--- config.mk ---
export PLATFORM = sky130hd
export DESIGN_NAME = fc_vec_loader
export DESIGN_NICKNAME = d
export VERILOG_FILES = /design/src/rtl/fc_vec_loader.sv
export SDC_FILE = /design/constraint.sdc
export NUM_CORES = 1
export LEC_CHECK = 0
export ABC_AREA = 1
export CORE_AREA = 2 2 411 413
export CTS_BUF_LIST = sky130_fd_sc_hd__clkbuf_16
export DETAILED_ROUTE_END_ITERATION = 7
export DIE_AREA = 0 0 413 415
export SETUP_SLACK_MARGIN = 0.3
export SYNTH_ARGS = -nofsm -noshare
export SYNTH_HDL_FRONTEND = slang
export SYNTH_HIERARCHICAL = 1
export SYNTH_SLANG_ARGS = --single-unit
--- constraint.sdc ---
create_clock -name clk -period 3.3 [get_ports clk]
set_input_delay 0.66 -clock clk [delete_from_list [all_inputs] [get_ports clk]]
set_output_delay 0.66 -clock clk [all_outputs]
set_load 0.02 [all_outputs]
--- src/rtl/fc_vec_loader.sv ---
// Stream-to-parallel activation loader: assembles IN beats of WIDTH bits into a
// held vector for an FC neuron bank, padding short frames and draining long ones.

module fc_vec_entry #(
    parameter int WIDTH = 8
) (
    input  logic             clk,
    input  logic             rst,
    input  logic             clr,
    input  logic             we,
    input  logic [WIDTH-1:0] d,
    output logic [WIDTH-1:0] q
);
    logic [WIDTH-1:0] data_q;
    logic             mask_q;

    always_ff @(posedge clk) begin
        if (rst || clr)
            mask_q <= 1'b0;
        else if (we)
            mask_q <= 1'b1;
        if (we)
            data_q <= d;
    end

    // Mask gating keeps unwritten (or stale) entries at zero on the bus.
    assign q = mask_q ? data_q : '0;
endmodule

module fc_vec_loader #(
    parameter int WIDTH = 8,
    parameter int IN    = 128
) (
    input  logic             clk,
    input  logic             rst,
    input  logic             s_valid,
    output logic             s_ready,
    input  logic [WIDTH-1:0] s_data,
    input  logic             s_last,
    output logic [WIDTH-1:0] x [0:IN-1],
    output logic             x_valid,
    input  logic             x_ready,
    output logic             err_len
);
    localparam int             CW       = (IN > 1) ? $clog2(IN) : 1;
    localparam logic [CW-1:0]  CNT_LAST = CW'(IN - 1);

    typedef enum logic [1:0] {FILL, DRAIN, HOLD} state_t;

    state_t         state_q, state_d;
    logic [CW-1:0]  cnt_q, cnt_d;
    logic           xv_q, err_q, err_d;
    logic           accept, wr, clr;
    logic [IN-1:0]  we_lane;

    assign s_ready = ~rst & (state_q != HOLD);
    assign accept  = s_valid & s_ready;
    assign x_valid = xv_q;
    assign err_len = err_q;

    always_comb begin
        state_d = state_q;
        cnt_d   = cnt_q;
        err_d   = 1'b0;
        wr      = 1'b0;
        clr     = 1'b0;
        case (state_q)
            FILL: begin
                if (accept) begin
                    wr = 1'b1;
                    if (cnt_q == CNT_LAST) begin
                        // Full buffer: either a clean end or the start of an overlong frame.
                        state_d = s_last ? HOLD : DRAIN;
                        err_d   = ~s_last;
                    end else if (s_last) begin
                        state_d = HOLD;
                        err_d   = 1'b1;
                    end else begin
                        cnt_d = cnt_q + 1'b1;
                    end
                end
            end
            DRAIN: begin
                if (accept && s_last)
                    state_d = HOLD;
            end
            HOLD: begin
                if (x_ready) begin
                    state_d = FILL;
                    cnt_d   = '0;
                    clr     = 1'b1;
                end
            end
            default: state_d = FILL;
        endcase
    end

    always_ff @(posedge clk) begin
        if (rst) begin
            state_q <= FILL;
            cnt_q   <= '0;
            xv_q    <= 1'b0;
            err_q   <= 1'b0;
        end else begin
            state_q <= state_d;
            cnt_q   <= cnt_d;
            xv_q    <= (state_d == HOLD);
            err_q   <= err_d;
        end
    end

    genvar g;
    generate
        for (g = 0; g < IN; g++) begin : g_lane
            assign we_lane[g] = wr & (cnt_q == CW'(g));
            fc_vec_entry #(.WIDTH(WIDTH)) u_ent (
                .clk (clk),
                .rst (rst),
                .clr (clr),
                .we  (we_lane[g]),
                .d   (s_data),
                .q   (x[g])
            );
        end
    endgenerate
endmodule
# After elaboration in Yosys (flattened, before gate mapping)
# Cells that the tools add are included.
[totals]
ff_bits = 1163
out_inout_bits = 1027
word_cells = 683
[classes]
n_addsub = 1
n_eq_ne = 135
muxes = 146
bitwise = 134
n_reduce_logical = 7
[ops]
columns = ["op", "n"]
rows = [
  ["8-bit two-way mux", 128],
  ["7-bit == test, second input constant", 64],
  ["7-bit by 6-bit == test with 1-bit output, second input constant", 32],
  ["1-bit AND", 130],
  ["7-bit by 5-bit == test with 1-bit output, second input constant", 16],
  ["7-bit by 4-bit == test with 1-bit output, second input constant", 8],
  ["7-bit by 3-bit == test with 1-bit output, second input constant", 4],
  ["7-bit two-way mux", 4],
  ["7-bit by 2-bit == test with 1-bit output, second input constant", 2],
  ["7-bit case mux with 2 select lines", 1],
  ["2-bit two-way mux", 6],
  ["2-bit inequality test, second input constant", 5],
  ["7-bit by 1-bit adder with 7-bit output, second input constant", 1],
  ["7-bit by 1-bit == test with 1-bit output, second input constant", 1],
  ["7-bit zero test", 1],
  ["1-bit two-way mux", 6],
  ["2-bit case mux with 3 select lines", 1],
  ["5-bit AND reduction", 1],
  ["2-bit == test, second input constant", 2],
  ["1-bit NOT", 4],
  ["3-bit OR reduction", 1],
  ["2-bit by 1-bit == test with 1-bit output, second input constant", 1],
  ["2-bit zero test", 1],
  ["2-bit nonzero test", 1],
  ["other kinds (2)", 2],
]

# Depth between registers and ports, before layout
# Gate-level depths: netlist (run 1).
[depth]
ltp_word = 7
ltp_mapped = 10

# By module
# Netlist (run 1), hierarchy kept.
[by_module_without_submodules]
columns = ["module", "n_inst", "cells_per_inst", "area_each_um2", "seq_area_each_um2"]
rows = [
  ["fc_vec_entry", 128, 31, 355.3, 260.2],
  ["fc_vec_loader", 1, 271, 1355.0, 220.2],
]

# Least setup slack after synthesis (run 1)
# OpenSTA, ideal clock, no wires.
[synth_path]
kind = "input port to flip-flop"
start = "input x_ready"
end = "register g_lane[112].u_ent.mask_q"
arrival_ns = 2.762
required_ns = 3.187
setup_slack_ns = 0.426
path_stages = 5
cell_sequence = "nand2_1 > inv_1 > inv_1 > nand2_1 > nor2_2"
[synth_between]
elab_chain_len = 3
[synth_rtl]
columns = ["item", "line", "text"]
rows = [
  ["from (decl)", "42", "input logic x_ready,"],
  ["1-bit two-way mux", "88", "if (x_ready) begin"],
  ["1-bit two-way mux", "67", "case (state_q)"],
  ["named net clr", "53", "logic accept, wr, clr;"],
  ["1-bit logical OR", "18", "if (rst || clr)"],
  ["to (signal assigned)", "19", "mask_q <= 1'b0;"],
  ["to (signal assigned)", "21", "mask_q <= 1'b1;"],
  ["to (decl)", "15", "logic mask_q;"],
]
# The timed path passes the listed nets, and every way through them passes these cells.
# A chain may end at the register's enable or synchronous reset.

==> summary.txt, run 1 <==
Power
  – Leakage power: 29.9 nW
  – Peak supply drop: 0.410 mV
  – Total Power: between 20 and 30 mW
  – Cell Pwr Density: roughly 460 nW/um^2

Clock tree
  – CTS Buf Count: between 100 and 150
  – CTS tree: built
  – Clk Latency, worst-skew pair: about 0.76 ns
  – Clock buffer depth: 3
  – Clock root buffer master: clkbuf_16
  – Clk sinks: between 1k and 1.5k
  – Clock transition at path regs: 0.06 ns
  – H-tree Lvls: 3
  – Post-CTS setup buffers: 0

Route
  – Via density: a little over 4
  – DR iter-0 viols: 2,237
  – Vias: between 30k and 40k
  – Wire per inst: 20.9 um
  – WL final: 163,000 um
  – Pre-antenna DRT Iters: 5
  – DR DRC count: 0
  – Antenna Nets Post-Route: 0

Yosys
  – Leading area contributor after synthesis: edfxtp_1
  – Cells after Synth: between 4k and 5k
  – Seq cells post-synth: roughly 1.2k
  – Distinct cells, synth: 22
  – Cell Area, Synth: 46,800 um^2
  – Share of the synthesized area in the top cell type: between 60% and 70%
  – Synth Net Count: roughly 4.3k
  – Syn_area_per_cell: 11.0 um^2
  – Dominant cells by area after synthesis: edfxtp_1 66%, inv_1 10%, nand2_1 9.5%, dfxtp_1 5.9%, nor2_2 3.4%
  – Seq/Total Area, Yosys: between 70 and 80%
  – Synth Warn #: 6

Timing
  – Sum of negative setup slack: 0 ns
  – Final WS setup: roughly 0.4 ns
  – Tcrit/Tclk final: slightly below 90%
  – Final Max Slew Viols: 0
  – Setup violators final: 0
  – Fin. Hold Viols: 0
  – Worst Tran Pin Value: around 0.75 ns
  – Max-slew headroom: about half
  – RSZ-0062 raised after global routing: no
  – Clock period minus final worst setup slack: 2.90 ns
  – Max Clock Skew: 0.0492 ns
  – Fmax: approximately 340 MHz

Global route
  – First-pass GRT wire length: between 200,000 and 250,000 um
  – Overflow after GRT: 0
  – Largest net degree at the start of global routing: 80
  – Antenna violations before repair: 9
  – Vias in the first global route: between 30k and 40k
  – Tot GR Track Use: approximately 18%

Setup path
  – Worst Path Max Fanout: 9
  – Critical path endpoint category: output port
  – Worst Setup Start Kind: register
  – CP required: approximately 2.6 ns
  – Worst setup path class: reg -> out
  – Critical path arrival: 2.24 ns

Layout
  – Final design utilization: roughly two fifths
  – Fin cells: between 7k and 8k
  – P&R area growth vs syn: 37.0%
  – Share of layout cells above drive strength 1: approximately 12%
  – Nets@finish: approximately 5.5k

Die
  – Chip Height: 415 um
  – CORE AREA: between 150,000 and 200,000 um^2
  – Initial Util: ~28%
  – FP Rows: 150
  – Die ar.: ~170,000 um^2
  – Top Ports: 1,040
  – Chip width: ~410 um

Placed design
  – Port Buffers: between 1k and 1.5k
  – GP Congestion: roughly 0.85
  – Place WS: 0.282 ns
  – DP Wirelength: roughly 120,000 um
  – Placed cells: 7,553

Min path
  – HP Class: in -> reg

Outcome
  – Status: finished clean

Job
  – Max-cap violation count: 0
-- report_power, final --
group / total [mW] / switching [mW] / internal [mW] / leakage, nW
combinational: 0.724 / 0.563 / 0.161 / 17.6
sequential: 16.0 / 0.0174 / 16.0 / 10.3
clock: 12.8 / 5.81 / 7.00 / 1.94
-- cell families after synthesis --
family	Yosys count	share of synthesized area, %
buffers and inverters	1441	13.6
AOI/OAI and AO/OA	15	0.163
xor gates and xnor gates	1	0.0187
adders and majority gates	4	0.107
DFF	1163	71.6
and+or+nand+nor	1615	14.5
-- path summary, 6_finish.rpt --
check | from | to | slack (ns) | cells after the start
setup / recovery | g_lane[21].u_ent/mask_q | x[852] | 0.40 | 3
hold / removal | rst | cnt_q[6] | 0.33 | 4
setup reg to reg | cnt_q[3] | g_lane[26].u_ent/data_q[5] | 0.94 | 6
hold reg to reg | state_q[0] | state_q[0] | 0.52 | 2
-- critical path, stage by stage (launching register included) --
cell	delay (ns)
dfxtp_1	0.50
nand2_1	0.21
inv_1	0.16
clkdlybuf4s50_1	0.62
-- cell usage in the layout, fill, tap and decap left out, types with 2 or more instances in the layout --
| cell type | Yosys | final |
|---|---|---|
| a21oi_1 | 11 | 11 |
| buf_12 | 0 | 20 |
| buf_4 | 0 | 190 |
| buf_6 | 128 | 9 |
| bufinv_16 | 0 | 4 |
| clkbuf_16 | 0 | 121 |
| clkdlybuf4s50_1 | 0 | 1021 |
| clkinv_1 | 0 | 33 |
| clkinv_16 | 0 | 4 |
| clkinv_2 | 0 | 22 |
| clkinv_4 | 0 | 3 |
| clkinv_8 | 0 | 2 |
| clkinvlp_4 | 0 | 6 |
| dfxtp_1 | 139 | 127 |
| dfxtp_2 | 0 | 12 |
| dlygate4sd2_1 | 0 | 7 |
| dlymetal6s2s_1 | 0 | 2 |
| edfxtp_1 | 1024 | 1024 |
| ha_1 | 4 | 4 |
| inv_1 | 1299 | 1326 |
| inv_2 | 3 | 4 |
| inv_6 | 0 | 2 |
| inv_8 | 0 | 3 |
| nand2_1 | 1189 | 1184 |
| nand2_2 | 3 | 8 |
| nand3_1 | 10 | 6 |
| nand3_2 | 5 | 9 |
| nand4_1 | 3 | 3 |
| nor2_1 | 143 | 143 |
| nor2_2 | 258 | 258 |
| nor2_4 | 3 | 3 |
| o21ai_0 | 3 | 3 |
-- registers in the layout (all words and copies together), names as in the netlist --
signal and count:
g_lane.u_ent/mask_q 128, state_q 2, g_lane.u_ent/data_q 1024, cnt_q 7, x_valid 1, err_len 1
-- synthesized netlist by cell type --
| cell type | number |
|---|---|
| edfxtp_1 | 1024 |
| nand2_2 | 3 |
| ha_1 | 4 |
| buf_1 | 1 |
| buf_2 | 3 |
| nor2_1 | 143 |
| nand4_2 | 1 |
| nor2_4 | 3 |
| o21ai_0 | 3 |
| nand3_1 | 10 |
| a21oi_1 | 11 |
| inv_1 | 1299 |
| clkbuf_1 | 7 |
| nand3_2 | 5 |
| nor2_2 | 258 |
| nand4_1 | 3 |
| a31oi_1 | 1 |
| nand2_1 | 1189 |
| dfxtp_1 | 139 |
| xnor2_1 | 1 |
| inv_2 | 3 |
| buf_6 | 128 |
-- final cells by class --
type,instances,area [um^2]
Antenna cell,1,2.50
Clock inverter,107,729
Multi-Input combinational cell,1635,6970
Fill cell,16127,103000
Tap cell,2204,2760
Sequential cell,1163,33500
Timing Repair Buffer,1249,12200
Clock buffer,121,3030
Inverter,1302,4890
-- layer usage --
metal | routed length [um] | vias up | share of wire [%] | global-route usage (%)
li1 | - | 15002 | - | -
met1 | 66300 | 15718 | 41 | 22.6
met2 | 79500 | 1201 | 49 | 31.1
met3 | 11900 | 248 | 7.3 | 4.37
met4 | 5280 | 2 | 3.2 | 6.39
met5 | 13 | - | 0.0080 | 0
-- per-stage QoR --
step / instance area [um^2] / hold WS (ns)
after floorplan: 46800 / 0.474
after global placement: 60400 / 0.487
after detailed placement: 60400 / 0.510
after CTS: 64100 / 0.247
after global routing: 64200 / 0.305
final: 64200 / 0.332
-- repair_timing --
| item | CTS | global route |
|---|---|---|
| gates resized for setup | 13 | 10 |
| setup endpoints to repair | 20 | 12 |
| hold buffers | 0 | 0 |
| hold endpoints to repair | 0 | 0 |
(Power assumes the default switching activity.)
==> inputs of run 2 (changes only) <==
clock period = 2.7 ns   (was 3.3 ns; I/O delays follow)
==> run 2 against run 1 <==
Global-route usage increased by 0.078 points. Largest cell class unchanged. Via count increased by 0.27%. Non-clock buffer count increased by 33. Largest power group unchanged. Total power increased by 27%. Flip-flop and latch count unchanged. Cell count increased by 0.49%. Critical path type unchanged. Sequential share of layout area decreased by 1.2 points.
==> summary.txt, run 2 (synthesized netlist as in run 1, its figures left out) <==
Route
  – Vias: roughly 32k
  – Pre-antenna DRT Iters: 7
  – Wire per inst: between 20 and 25 um
  – DR DRC count: 0
  – WL final: 164,000 um
  – Via density: 4.12
  – DR iter-0 viols: ~2.1k
  – Antenna Nets Post-Route: 0

Die
  – CORE AREA: 167,000 um^2
  – Chip width: 413 um
  – Initial Util: 28.1%
  – Top Ports: ~1.0k
  – Die ar.: 171,000 um^2
  – Chip Height: 415 um
  – FP Rows: 150

Setup path
  – Worst setup path class: reg -> out
  – Worst Setup Start Kind: register
  – Max stage delay cell, worst path: clkdlybuf4s50_1
  – Reg2Reg Setup Slack: approximately 0.53 ns
  – Buf/Inv on CP: 2
  – Critical path endpoint category: output port
  – Critical Path Start: g_lane[92].u_ent/mask_q
  – Biggest cell delay along the critical path: around 0.6 ns
  – Critical path arrival: ~1.9 ns
  – R2R cell count: 6
  – CP Depth: 3
  – Worst Path Max Fanout: 9
  – CP Cell Sequence: nand2_1 -> inv_1 -> clkdlybuf4s50_1
  – CP top delay family: buffers and inverters
  – CP required: approximately 2.2 ns
  – R2R Path Start: cnt_q[4]

Timing
  – Sum of negative setup slack: 0 ns
  – Fin. Hold Viols: 0
  – Final WS setup: around 0.25 ns
  – Hold slack: 0.191 ns
  – RSZ-0062 raised after global routing: yes
  – Max-slew headroom: a little under two fifths
  – Clock period minus final worst setup slack: between 2 and 2.5 ns
  – Setup violators final: 0
  – Worst Tran Pin Value: 0.930 ns
  – Tcrit/Tclk final: a little over 90%
  – Max Clock Skew: approximately 0.039 ns
  – Fmax: approximately 400 MHz
  – Final Max Slew Viols: 0

Outcome
  – Status: finished clean

Layout
  – Top reg by flops: g_lane.u_ent/data_q
  – Final design utilization: about two fifths
  – Fin area: between 60,000 and 70,000 um^2
  – Nets@finish: ~5.5k
  – Commonest non-fill, non-tap cell in the layout: inv_1
  – Most frequent cells in the layout: 1,312 x inv_1, 1,164 x nand2_1, 1,024 x edfxtp_1
  – Max reg flops: around 1k
  – Largest regs: g_lane.u_ent/data_q: 1024 flops, g_lane.u_ent/mask_q: 128 flops, cnt_q: 7 flops
  – Share of layout cells above drive strength 1: 16.2%
  – Fin cells: 7,820
  – P&R area growth vs syn: 40.9%

Global route
  – Overflow after GRT: 0
  – Vias in the first global route: ~32k
  – Largest net degree at the start of global routing: 90
  – Tot GR Track Use: a little under a fifth
  – First-pass GRT wire length: between 200,000 and 250,000 um
  – Antenna violations before repair: 7

Placed design
  – Placed cells: 7,586
  – DP Wirelength: approximately 120,000 um
  – Placed inst area: 60,800 um^2
  – GP Congestion: between 0.8 and 0.9
  – Port Buffers: between 1k and 1.5k
  – Place WS: -0.0349 ns

Power
  – Peak supply drop: ~0.59 mV
  – Clock power frac: between 40% and 50%
  – NetSw: 7.88 mW
  – Sequential share of power: between 50% and 60%
  – Cell Pwr Density: 568 nW/um^2
  – Leakage power: 42.4 nW
  – Sw Share: a little over a fifth
  – Logic pwr share: 2.5%
  – Total Power: between 30 and 40 mW
  – P_int: roughly 30 mW

Clock tree
  – CTS tree: built
  – CTS Buf Count: 120
  – H-tree Lvls: 3
  – Post-CTS setup buffers: 0
  – Clk sinks: 1,163
  – Clock root buffer master: clkbuf_16
  – Clock buffer depth: 3
  – Clk Latency, worst-skew pair: between 0.7 and 0.8 ns
  – Clock transition at path regs: roughly 0.070 ns

Min path
  – Hold_sp: rst
  – HP Class: in -> reg
  – Hold path depth: 4

Job
  – Max-cap violation count: 0
[run 2: cell types whose count changed in the layout (fill, tap and decap cells not counted), moves of 15 or more]
cell,delta
dfxtp_1,-116
clkdlybuf4s15_1,+25
dlygate4sd2_1,+415
clkdlybuf4s50_1,-1015
buf_4,+24
nand2_1,-20
clkdlybuf4s15_2,+34
buf_12,+15
dfxtp_2,+103
dlymetal6s2s_1,+535
nand2_2,+16
[run 2: layout make-up]
type,count,area (um^2)
fillers,16168,101000
flip-flops and latches,1163,33700
repair buffers,1282,13500
multi-input cells,1635,7040
inverters,1302,4890
clock buffers,122,3050
well taps,2204,2760
clock inverters,108,1050
diodes,4,10.0
[run 2: repair_timing]
action / CTS / global route
hold buffers: 0 / 0
gates resized for setup: 710 / 591
endpoints found under the hold margin: 0 / 0
endpoints found under the setup margin: 1026 / 567
[run 2: power groups by stage]
stage	combinational, mW	clock [mW]	sequential (mW)
after floorplan	0.241	0	20.0
after global placement	0.966	0	20.0
after detailed placement	0.970	0	20.0
after CTS	0.968	17.3	19.6
after global routing	1.01	18.0	19.6
final	0.947	17.0	19.6
[run 2: routing by layer]
layer	routed length [um]	vias to the layer above	track usage, %
met3	12200	235	4.30
met5	0	-	0
met1	67400	15780	23.1
met4	5660	0	6.47
met2	79100	1171	30.8
li1	-	15071	-
[run 2: path summary, 6_finish.rpt]
kind                                     end
hold / removal                      cnt_q[6]
setup reg to reg  g_lane[56].u_ent/data_q[0]
setup / recovery                      x[285]
hold reg to reg                   state_q[0]
[run 2: worst min-delay path: cells and delay by family]
family | cells | cell delay (ns)
buf+inv | 2 | 0.21
simple gates | 1 | 0.07
compound gates | 1 | 0.04
